===== src/rtl/diff_mc_pkg.sv =====
// Shared types and width helpers for the multi-channel first-difference engine.
package diff_mc_pkg;

  // Occupancy of the two-entry output buffer (output register + skid register).
  typedef enum logic [1:0] {
    SK_EMPTY = 2'd0,
    SK_ONE   = 2'd1,
    SK_TWO   = 2'd2
  } skid_state_t;

  function automatic int out_width(input int w);
    return w + 1;
  endfunction

  function automatic int ch_width(input int n);
    return (n <= 2) ? 1 : $clog2(n);
  endfunction

endpackage


===== src/rtl/diff_mc_if.sv =====
// Sample/result stream bundle between a producer/consumer and diff_mc.
interface diff_mc_if #(
  parameter int W  = 4,
  parameter int CW = 1
);
  logic          clear;
  logic          in_valid;
  logic          in_ready;
  logic [W-1:0]  in_data;
  logic [CW-1:0] in_ch;
  logic          out_valid;
  logic          out_ready;
  logic [W:0]    out_data;
  logic [CW-1:0] out_ch;
  logic          out_first;
  logic          out_err;

  modport slave (
    input  clear, in_valid, in_data, in_ch, out_ready,
    output in_ready, out_valid, out_data, out_ch, out_first, out_err
  );

  modport master (
    output clear, in_valid, in_data, in_ch, out_ready,
    input  in_ready, out_valid, out_data, out_ch, out_first, out_err
  );
endinterface


===== src/rtl/diff_mc_skid.sv =====
// Two-entry valid/ready skid buffer; in_ready and out_valid are both registered.
module diff_mc_skid
  import diff_mc_pkg::*;
#(
  parameter type T = logic
) (
  input  logic clk,
  input  logic rst,
  input  logic in_valid_i,
  output logic in_ready_o,
  input  T     in_data_i,
  output logic out_valid_o,
  input  logic out_ready_i,
  output T     out_data_o
);

  skid_state_t state_q;
  logic        in_ready_q;
  logic        out_valid_q;
  T            out_q;
  T            skid_q;

  always_ff @(posedge clk or posedge rst) begin
    if (rst) begin
      state_q     <= SK_EMPTY;
      in_ready_q  <= 1'b1;
      out_valid_q <= 1'b0;
      out_q       <= '0;
      skid_q      <= '0;
    end else begin
      case (state_q)
        SK_EMPTY: begin
          if (in_valid_i) begin
            out_q       <= in_data_i;
            out_valid_q <= 1'b1;
            state_q     <= SK_ONE;
          end
        end
        SK_ONE: begin
          if (out_ready_i && in_valid_i) begin
            out_q <= in_data_i;
          end else if (out_ready_i) begin
            out_valid_q <= 1'b0;
            state_q     <= SK_EMPTY;
          end else if (in_valid_i) begin
            skid_q     <= in_data_i;
            in_ready_q <= 1'b0;
            state_q    <= SK_TWO;
          end
        end
        SK_TWO: begin
          // in_ready is low here, so nothing new can arrive on a drain
          if (out_ready_i) begin
            out_q      <= skid_q;
            in_ready_q <= 1'b1;
            state_q    <= SK_ONE;
          end
        end
        default: begin
          state_q     <= SK_EMPTY;
          in_ready_q  <= 1'b1;
          out_valid_q <= 1'b0;
        end
      endcase
    end
  end

  assign in_ready_o  = in_ready_q;
  assign out_valid_o = out_valid_q;
  assign out_data_o  = out_q;

endmodule


===== src/rtl/diff_mc.sv =====
// Multi-channel first-difference engine: y = x[n] - x[n-1] per channel ID,
// with first-sample and bad-channel flags, behind a two-entry skid buffer.
module diff_mc
  import diff_mc_pkg::*;
#(
  parameter int INPUT_WIDTH  = 4,
  parameter int NUM_CHANNELS = 2,
  parameter int SIGNED_IN    = 0
) (
  input logic      clk,
  input logic      reset,
  diff_mc_if.slave bus
);

  localparam int W  = INPUT_WIDTH;
  localparam int OW = out_width(W);
  localparam int CW = ch_width(NUM_CHANNELS);

  typedef struct packed {
    logic [OW-1:0] data;
    logic [CW-1:0] ch;
    logic          first;
    logic          err;
  } diff_result_t;

  logic [W-1:0]            hist_q [NUM_CHANNELS];
  logic [NUM_CHANNELS-1:0] hist_valid_q;

  logic         in_ready;
  logic         accept;
  logic         ch_ok;
  logic [W-1:0] hist_sel;
  logic         hv_sel;
  diff_result_t res_d;
  diff_result_t res_q;
  logic         out_valid;

  function automatic logic [OW-1:0] ext(input logic [W-1:0] x);
    return (SIGNED_IN != 0) ? {x[W-1], x} : {1'b0, x};
  endfunction

  assign accept = bus.in_valid && in_ready;
  assign ch_ok  = int'(bus.in_ch) < NUM_CHANNELS;

  // Mux instead of a direct index so an out-of-range ID never reads past the array
  always_comb begin
    hist_sel = '0;
    hv_sel   = 1'b0;
    for (int i = 0; i < NUM_CHANNELS; i++) begin
      if (int'(bus.in_ch) == i) begin
        hist_sel = hist_q[i];
        hv_sel   = hist_valid_q[i];
      end
    end
  end

  always_comb begin
    res_d       = '0;
    res_d.ch    = bus.in_ch;
    res_d.err   = !ch_ok;
    res_d.first = ch_ok && (!hv_sel || bus.clear);
    if (ch_ok) begin
      res_d.data = ext(bus.in_data) - (hv_sel ? ext(hist_sel) : '0);
    end
  end

  // A clear coinciding with an accept still leaves that sample as the new history
  always_ff @(posedge clk or posedge reset) begin
    if (reset) begin
      hist_valid_q <= '0;
      for (int i = 0; i < NUM_CHANNELS; i++) begin
        hist_q[i] <= '0;
      end
    end else begin
      if (bus.clear) begin
        hist_valid_q <= '0;
      end
      for (int i = 0; i < NUM_CHANNELS; i++) begin
        if (accept && ch_ok && int'(bus.in_ch) == i) begin
          hist_q[i]       <= bus.in_data;
          hist_valid_q[i] <= 1'b1;
        end
      end
    end
  end

  diff_mc_skid #(
    .T(diff_result_t)
  ) u_skid (
    .clk        (clk),
    .rst        (reset),
    .in_valid_i (bus.in_valid),
    .in_ready_o (in_ready),
    .in_data_i  (res_d),
    .out_valid_o(out_valid),
    .out_ready_i(bus.out_ready),
    .out_data_o (res_q)
  );

  assign bus.in_ready  = in_ready;
  assign bus.out_valid = out_valid;
  assign bus.out_data  = res_q.data;
  assign bus.out_ch    = res_q.ch;
  assign bus.out_first = res_q.first;
  assign bus.out_err   = res_q.err;

endmodule


===== src/flat_wrapper.sv =====
// flat-port wrapper written by rule: the top's interface ports become plain ports
module diff_mc_flat import diff_mc_pkg::*;
#(
  parameter int INPUT_WIDTH  = 4,
  parameter int NUM_CHANNELS = 2,
  parameter int SIGNED_IN    = 0
)
  (clk, reset, bus_clear, bus_in_valid, bus_in_data, bus_in_ch, bus_out_ready, bus_in_ready, bus_out_valid, bus_out_data, bus_out_ch, bus_out_first, bus_out_err);
  diff_mc_if #(.W(4), .CW(1)) bus_i ();
  input logic clk;
  input logic reset;
  input wire logic [$bits(bus_i.clear)-1:0] bus_clear;
  input wire logic [$bits(bus_i.in_valid)-1:0] bus_in_valid;
  input wire logic [$bits(bus_i.in_data)-1:0] bus_in_data;
  input wire logic [$bits(bus_i.in_ch)-1:0] bus_in_ch;
  input wire logic [$bits(bus_i.out_ready)-1:0] bus_out_ready;
  output wire logic [$bits(bus_i.in_ready)-1:0] bus_in_ready;
  output wire logic [$bits(bus_i.out_valid)-1:0] bus_out_valid;
  output wire logic [$bits(bus_i.out_data)-1:0] bus_out_data;
  output wire logic [$bits(bus_i.out_ch)-1:0] bus_out_ch;
  output wire logic [$bits(bus_i.out_first)-1:0] bus_out_first;
  output wire logic [$bits(bus_i.out_err)-1:0] bus_out_err;
  assign bus_i.clear = bus_clear;
  assign bus_i.in_valid = bus_in_valid;
  assign bus_i.in_data = bus_in_data;
  assign bus_i.in_ch = bus_in_ch;
  assign bus_i.out_ready = bus_out_ready;
  assign bus_in_ready = bus_i.in_ready;
  assign bus_out_valid = bus_i.out_valid;
  assign bus_out_data = bus_i.out_data;
  assign bus_out_ch = bus_i.out_ch;
  assign bus_out_first = bus_i.out_first;
  assign bus_out_err = bus_i.out_err;
  diff_mc #(.INPUT_WIDTH(INPUT_WIDTH), .NUM_CHANNELS(NUM_CHANNELS), .SIGNED_IN(SIGNED_IN)) u_core (.clk(clk), .reset(reset), .bus(bus_i));
endmodule

===== config.mk =====
export PLATFORM = sky130hd
export DESIGN_NAME = diff_mc_flat
export DESIGN_NICKNAME = d
export VERILOG_FILES = /design/src/rtl/diff_mc_pkg.sv /design/src/rtl/diff_mc_if.sv /design/src/rtl/diff_mc_skid.sv /design/src/rtl/diff_mc.sv /design/src/flat_wrapper.sv
export SDC_FILE = /design/constraint.sdc
export NUM_CORES = 1
export LEC_CHECK = 0
export ABC_AREA = 1
export CAP_MARGIN = 20
export CORE_AREA = 3 3 60 62
export CTS_CLUSTER_SIZE = 12
export DETAILED_ROUTE_END_ITERATION = 10
export DIE_AREA = 0 0 63 65
export HOLD_SLACK_MARGIN = 0.06
export PLACE_DENSITY = 0.71
export SLEW_MARGIN = 40
export SYNTH_ARGS = -nofsm -noshare
export SYNTH_HDL_FRONTEND = slang
export SYNTH_HIERARCHICAL = 1
export SYNTH_SLANG_ARGS = --single-unit

===== constraint.sdc =====
create_clock -name clk -period 4.98 [get_ports clk]
set_input_delay 1.494 -clock clk [delete_from_list [all_inputs] [get_ports clk]]
set_output_delay 1.494 -clock clk [all_outputs]
set_load 0.05 [all_outputs]

==> results.md, run 1 <==
- Status: complete, no violations
- Mapped cell area: approximately 1600 sq um
- YS warnings: 6
- Critical path endpoint category: register
- Total negative slack: 0 ns
- CTS tree: yes
- Critical Path RT: 5.26 ns
- Aggregate global routing overflow: 0
- TritonCTS Buffers: 5
- Hpwl dp: 2460 um
- # diodes: 0
- CTS H-tree depth: 2
- Starting Density: between 50% and 60%
- Clock Path Buffers: 2
- Root buffer cell: clkbuf_4
- I/O pin cnt: 20
- Max cap viols: 0
- # hold bufs at CTS: 0
- Top cell type's share of synthesized area: between 40 and 50%
- Sequential element share of the synthesized area: 46.6%
- Post_cts resized: 0
- Max stage delay on crit path: just over 0.8 ns
- Max VDD drop: between 200 and 250 uV
- DRC Markers: 0
- Initial antenna violation count: 0
- Routability congestion estimate from global placement: 0.874
- IO Port Bufs: 19
- Setup Buffers After CTS: 0
- DR pass1 iterations: 4
- Largest net degree at the start of global routing: 21
- Crit path cell chain: clkdlybuf4s50_1 -> nand2_1 -> o21ai_1 -> nand2_2 -> inv_1 -> ha_1 -> inv_1 -> fa_1 -> nand2_1 -> nand2_1 -> a21oi_1 -> nand2_1 -> nand2_1 -> nand2_1 -> nand2_1
- Vias per cell: 4.95
- Maximum operating frequency: approximately 280 MHz
- GRT Resource Usage Total: approximately a fifth
- Post-DRT Antenna Nets: 0
- Arr. time, crit path: 3.79 ns
- Max-slew headroom: 49.0%
- Leak: roughly 0.00099 uW
- Layout fillers: around 290
- Startpoint Class: input pin
- Top post-synthesis cells by area: dfrtp_1 45%, nand2_1 20%, nand3_1 9.0%
- Crit share post-route: 70.6%
- Synth unique cells: 23
- Die ar.: 4100 sq um
- Syn Inst Count: 207
- DR vias: 1361
- Worst skew pair latency: between 0.3 and 0.4 ns
- CTS sink cnt: 30
- RSZ-0062 raised after global routing: no
- Final setup viols: 0
- CP most frequent cell: nand2_1
- Vias in the first global route: 1436
- Die span in x: 63 um
- First-pass GRT wire length: 6200 um
- Layout cell share with drive strength beyond 1: 8.66%
- Worst-Margin Slew: 0.764 ns
- Min-delay worst type: reg2reg
- Final Max Slew Viols: 0
- Final #Nets: between 200 and 250
- WL/cell: 11.9 um
- Fin crit period: 3.52 ns
- Synthesis-to-finish area growth: 16.3%
- 1st-iter DRT viols: between 50 and 60
- CTS clk-pin slew, worst paths: 0.09 ns
- Seq cells post-synth: 30
- Die Y: 65 um
- Cell taking the most area after synthesis: dfrtp_1
- Post-Synthesis Mean Instance Area: 7.79 sq um
- Buffers and inverters on the worst path: 3
- Final Hold Slack: 0.479 ns
- Core footprint: between 3000 and 4000 sq um
- Slowest CP cell: clkdlybuf4s50_1
- Crit path max-delay family: buffers and inverters
- Final wirelength: about 3300 um
- Final hold vios: 0
- Power per standard cell area: around 560 nW/um^2
- Type of the worst setup path: in2reg
- CP Max Fanout: 14
- Final Skew: 0.00801 ns
- Row count: 20
## worst reg2reg max path, stage by stage, from the launching register on
cell	delay, ns
dfrtp_1	0.33
inv_1	0.06
o21ai_2	0.20
nand2_2	0.06
inv_1	0.06
ha_1	0.13
inv_1	0.06
fa_1	0.40
nand2_1	0.07
nand2_1	0.05
a21oi_1	0.17
nand2_1	0.07
nand2_1	0.06
nand2_1	0.05
nand2_1	0.05
## power breakdown
group          internal, uW  switching, uW
Combinational           162            326
Sequential              353           71.1
Clock                  56.1           78.4
Total                   571            476
## synthesized netlist by cell type, drive strengths merged
cell type  number
buf             4
dfrtp          29
nand3b          1
ha              4
conb            1
inv            23
nand3          31
xor2            1
nand2          90
fa              1
a21oi           2
o21ai          16
dfstp           1
nor2            3
## metrics by stage
step	instance area [sq um]	total power [uW]	std cells	setup slack (ns)	utilization, %
final	1880	1050	275	1.46	60.9
after floorplan	1620	784	208	2.03	-
after CTS	1880	1060	275	1.46	60.9
after detailed placement	1830	919	267	1.10	59.3
after global routing	1880	1140	275	1.23	60.9
after global placement	1830	906	267	1.22	59.3
## layout make-up
cell class | instances | area [sq um] | area share (%)
flip-flops and latches | 30 | 752 | 40.1
multi-input cells | 151 | 743 | 39.6
repair buffers | 19 | 190 | 10.1
inverters | 23 | 86.3 | 4.60
well taps | 44 | 55.1 | 2.94
clock buffers | 8 | 48.8 | 2.60
## per-layer routing
metal	GRT usage (%)	vias up	wire length, um	share of wire [%]
li1	-	698	-	-
met1	22.9	633	1500	46
met2	32.7	23	1560	48
met3	6.24	7	139	4.3
met4	9.09	0	60	1.8
met5	0	-	0	0
## logic make-up after synthesis
family / synth area share, %
adders and majority gates: 4.34
DFF: 46.6
AOI/OAI and AO/OA: 6.05
xor gates and xnor gates: 0.543
buffers and inverters: 7.53
other: 0.233
and+or+nand+nor: 34.7
## cell usage in the layout, fill, tap and decap left out
cell type / instances
a21oi_1: 2
clkbuf_1: 3
clkbuf_4: 5
clkdlybuf4s50_1: 19
conb_1: 2
dfrtp_1: 29
dfstp_2: 1
fa_1: 1
ha_1: 4
inv_1: 21
inv_2: 2
nand2_1: 84
nand2_2: 6
nand3_1: 29
nand3_2: 1
nand3_4: 1
nand3b_4: 1
nor2_1: 2
nor2_2: 1
o21ai_0: 2
o21ai_1: 12
o21ai_2: 2
xor2_1: 1
## flip-flops by register name, summed over array words and instances (netlist names)
name,count
u_core/hist_q,8
u_core/hist_valid_q,2
u_core/u_skid/in_ready_o,1
u_core/u_skid/out_data_o,8
u_core/u_skid/out_valid_o,1
u_core/u_skid/skid_q,8
u_core/u_skid/state_q,2
## worst paths after layout
| path | cells past startpoint | slack (ns) | startpoint | end |
|---|---|---|---|---|
| worst min-delay path | 2 | 0.48 | u_core/u_skid/out_valid_o$_DFFE_PP0P_ | u_core/u_skid/out_valid_o$_DFFE_PP0P_ |
| max in group asynchronous | 2 | 2.85 | reset | u_core/u_skid/skid_q[5]$_DFFE_PP0P_ |
| min in group asynchronous | 2 | 1.49 | reset | u_core/hist_q[0]$_DFFE_PP0P_ |
| worst max-delay path | 15 | 1.46 | bus_in_ch | u_core/u_skid/out_data_o[7]$_DFFE_PP0P_ |
| worst max register to register | 14 | 3.11 | u_core/hist_valid_q[0]$_DFFE_PP0P_ | u_core/u_skid/out_data_o[7]$_DFFE_PP0P_ |
| worst min register to register | 2 | 0.48 | u_core/u_skid/out_valid_o$_DFFE_PP0P_ | u_core/u_skid/out_valid_o$_DFFE_PP0P_ |
Power figures use the tool's default switching activity.
==> run 2: changes to the inputs <==
CORE_AREA = 3 3 62 64   (was 3 3 60 62)
DIE_AREA = 0 0 65 67   (was 0 0 63 65)
PLACE_DENSITY = 0.69   (was 0.71)
clock period = 2.9 ns   (was 4.98 ns; I/O delays follow)
==> run 2 against run 1 <==
Total power rose by 73%. Global-route usage fell by 2.8 points. Hold slack got worse by 0.0021 ns. Critical endpoint is now bus_in_ready. Sequential share of layout area fell by 0.91 points.
==> results.md, run 2 (synthesized netlist as in run 1, its figures left out) <==
- Critical Path RT: 2.03 ns (-3.23 ns)
- Crit path max-delay family: buffers and inverters
- Final Skew: 0.0153 ns (+0.00732 ns)
- Final Max Slew Viols: 0 (unchanged)
- Crit path cell chain: clkdlybuf4s50_1
- DR vias: 1351 (-0.73%)
- Final wirelength: 3060 um (-6.1%)
- Routability congestion estimate from global placement: 0.782 (-11%)
- FF-to-FF setup slack: 1.12 ns (-1.99 ns)
- Starting Density: 48.3% (-4.1 points)
- Die Y: 67 um (+3.1%)
- WP depth: 1 (-14)
- Row count: 21 (+5.0%)
- Status: complete, no violations
- Post_cts resized: 0 (unchanged)
- Min-delay worst type: reg2reg
- WL/cell: 10.9 um (-8.1%)
- Worst skew pair latency: 0.33 ns (about the same)
- Crit share post-route: 90.9%
- Setup crit end: bus_in_ready
- Die ar.: 4360 sq um (+6.3%)
- Arr. time, crit path: 1.77 ns (-2.02 ns)
- Commonest cells after routing, fill and taps aside: 84 x nand2_1, 29 x nand3_1, 29 x dfrtp_1, 20 x inv_1, 19 x clkdlybuf4s50_1
- GRT met1 Usage: 19.9% (-3.0 points)
- Core footprint: 3340 sq um (+8.4%)
- Final hold vios: 0 (unchanged)
- Aggregate global routing overflow: 0 (unchanged)
- Initial antenna violation count: 0 (unchanged)
- Critical path endpoint category: primary output
- IO Port Bufs: 19 (unchanged)
- Routing usage on met2: 27.3% (-5.3 points)
- Max VDD drop: 510 uV (+110%)
- Worst Setup SP: u_core/u_skid/in_ready_o$_DFFE_PP1P_
- Fin crit period: 2.64 ns
- Maximum operating frequency: 379 MHz
- # hold bufs at CTS: 0 (unchanged)
- Power per standard cell area: 946 nW/um^2 (+69%)
- Worst-Margin Slew: 0.701 ns (-0.0632 ns)
- Slowest CP cell: clkdlybuf4s50_1
- Commonest non-fill, non-tap cell in the layout: nand2_1
- # diodes: 0 (unchanged)
- Setup Buffers After CTS: 0 (unchanged)
- I/O pin cnt: 20 (unchanged)
- Final WS setup: 0.264 ns (-1.20 ns)
- Vias in the first global route: 1262 (-12%)
- First-pass GRT wire length: 5500 um (-11%)
- Final #Nets: 249 (+1.6%)
- Largest net degree at the start of global routing: 21 (unchanged)
- GRT busiest layer: met2
- CTS tree: yes
- Post-DRT Antenna Nets: 0 (unchanged)
- Startpoint Class: register
- Max stage delay on crit path: 0.82 ns (about the same)
- Layout fillers: 342 (+19%)
- Power Total: 1820 uW (+73%)
- Layout cell share with drive strength beyond 1: 11.1% (+2.4 points)
- Final setup viols: 0 (unchanged)
- GRT Resource Usage Total: 16.8% (-2.8 points)
- Total negative slack: 0 ns (unchanged)
- Clock Path Buffers: 2 (unchanged)
- Cells on worst reg2reg path: 14 (unchanged)
- Leak: 0.00102 uW (+2.4%)
- Die span in x: 65 um (+3.2%)
- TritonCTS Buffers: 5 (unchanged)
- Type of the worst setup path: reg2out
- Max-slew headroom: 53.0% (+4.0 points)
- Buffers and inverters on the worst path: 1 (-2)
- 1st-iter DRT viols: 89 (+53%)
- CTS sink cnt: 30 (unchanged)
- Hpwl dp: 2270 um (-7.6%)
- CP Max Fanout: 4 (-10)
- Root buffer cell: clkbuf_4
- Worst reg2reg path startpoint: u_core/hist_q[4]$_DFFE_PP0P_
- Synthesis-to-finish area growth: 19.0%
- Max cap viols: 0 (unchanged)
- M3 GR Usage: 4.05% (-2.2 points)
- CTS clk-pin slew, worst paths: 0.10 ns (about the same)
- Vias per cell: 4.81 (-2.9%)
- RSZ-0062 raised after global routing: no
- Crit Reg-Reg Endpoint: u_core/u_skid/out_data_o[7]$_DFFE_PP0P_
- DRC Markers: 0 (unchanged)
- Pre-CTS setup slack: -0.0117 ns (-1.11 ns)
- DR pass1 iterations: 4 (unchanged)
- CTS H-tree depth: 2 (unchanged)
run 2: worst min path at each step:
stage / from / end / depth (start not counted)
after floorplan: u_core/u_skid/skid_q[0]$_DFFE_PP0P_ / u_core/u_skid/skid_q[0]$_DFFE_PP0P_ / 2
after global routing: u_core/u_skid/skid_q[3]$_DFFE_PP0P_ / u_core/u_skid/skid_q[3]$_DFFE_PP0P_ / 2
final: u_core/u_skid/out_valid_o$_DFFE_PP0P_ / u_core/u_skid/out_valid_o$_DFFE_PP0P_ / 2
after CTS: u_core/u_skid/skid_q[5]$_DFFE_PP0P_ / u_core/u_skid/skid_q[5]$_DFFE_PP0P_ / 2
after detailed placement: u_core/u_skid/out_valid_o$_DFFE_PP0P_ / u_core/u_skid/out_valid_o$_DFFE_PP0P_ / 2
after global placement: u_core/u_skid/skid_q[5]$_DFFE_PP0P_ / u_core/u_skid/skid_q[5]$_DFFE_PP0P_ / 2
run 2: layout make-up:
cell class,instances,area [sq um],area share [%]
sequential,30,752,39.2
clock inverter,1,5.00,0.261
clock buffer,7,55.1,2.87
tap,46,57.6,3.00
inverter,23,86.3,4.50
multi-input combinational,151,743,38.7
timing repair buffer,23,220,11.5
run 2: stage by stage:
stage | std cells | util, % | hold slack [ns] | instance area [sq um]
5_1_grt | 281 | 57.5 | 0.508 | 1920
4_1_cts | 281 | 57.5 | 0.482 | 1920
3_5_place_dp | 273 | 55.7 | 0.458 | 1860
6_report | 281 | 57.5 | 0.477 | 1920
3_3_place_gp | 273 | 55.7 | 0.454 | 1860
2_1_floorplan | 208 | - | 0.443 | 1620
run 2: power breakdown:
group,total [uW],switching [uW],internal (uW)
registers,726,121,606
logic,832,547,285
clock network,257,140,117
total,1820,807,1010
run 2: layer usage:
metal  part of all wire, %  up-vias
li1                      -      706
met1                    46      611
met2                    48       29
met3                   4.4        5
met4                   1.8        0
met5                     0        -
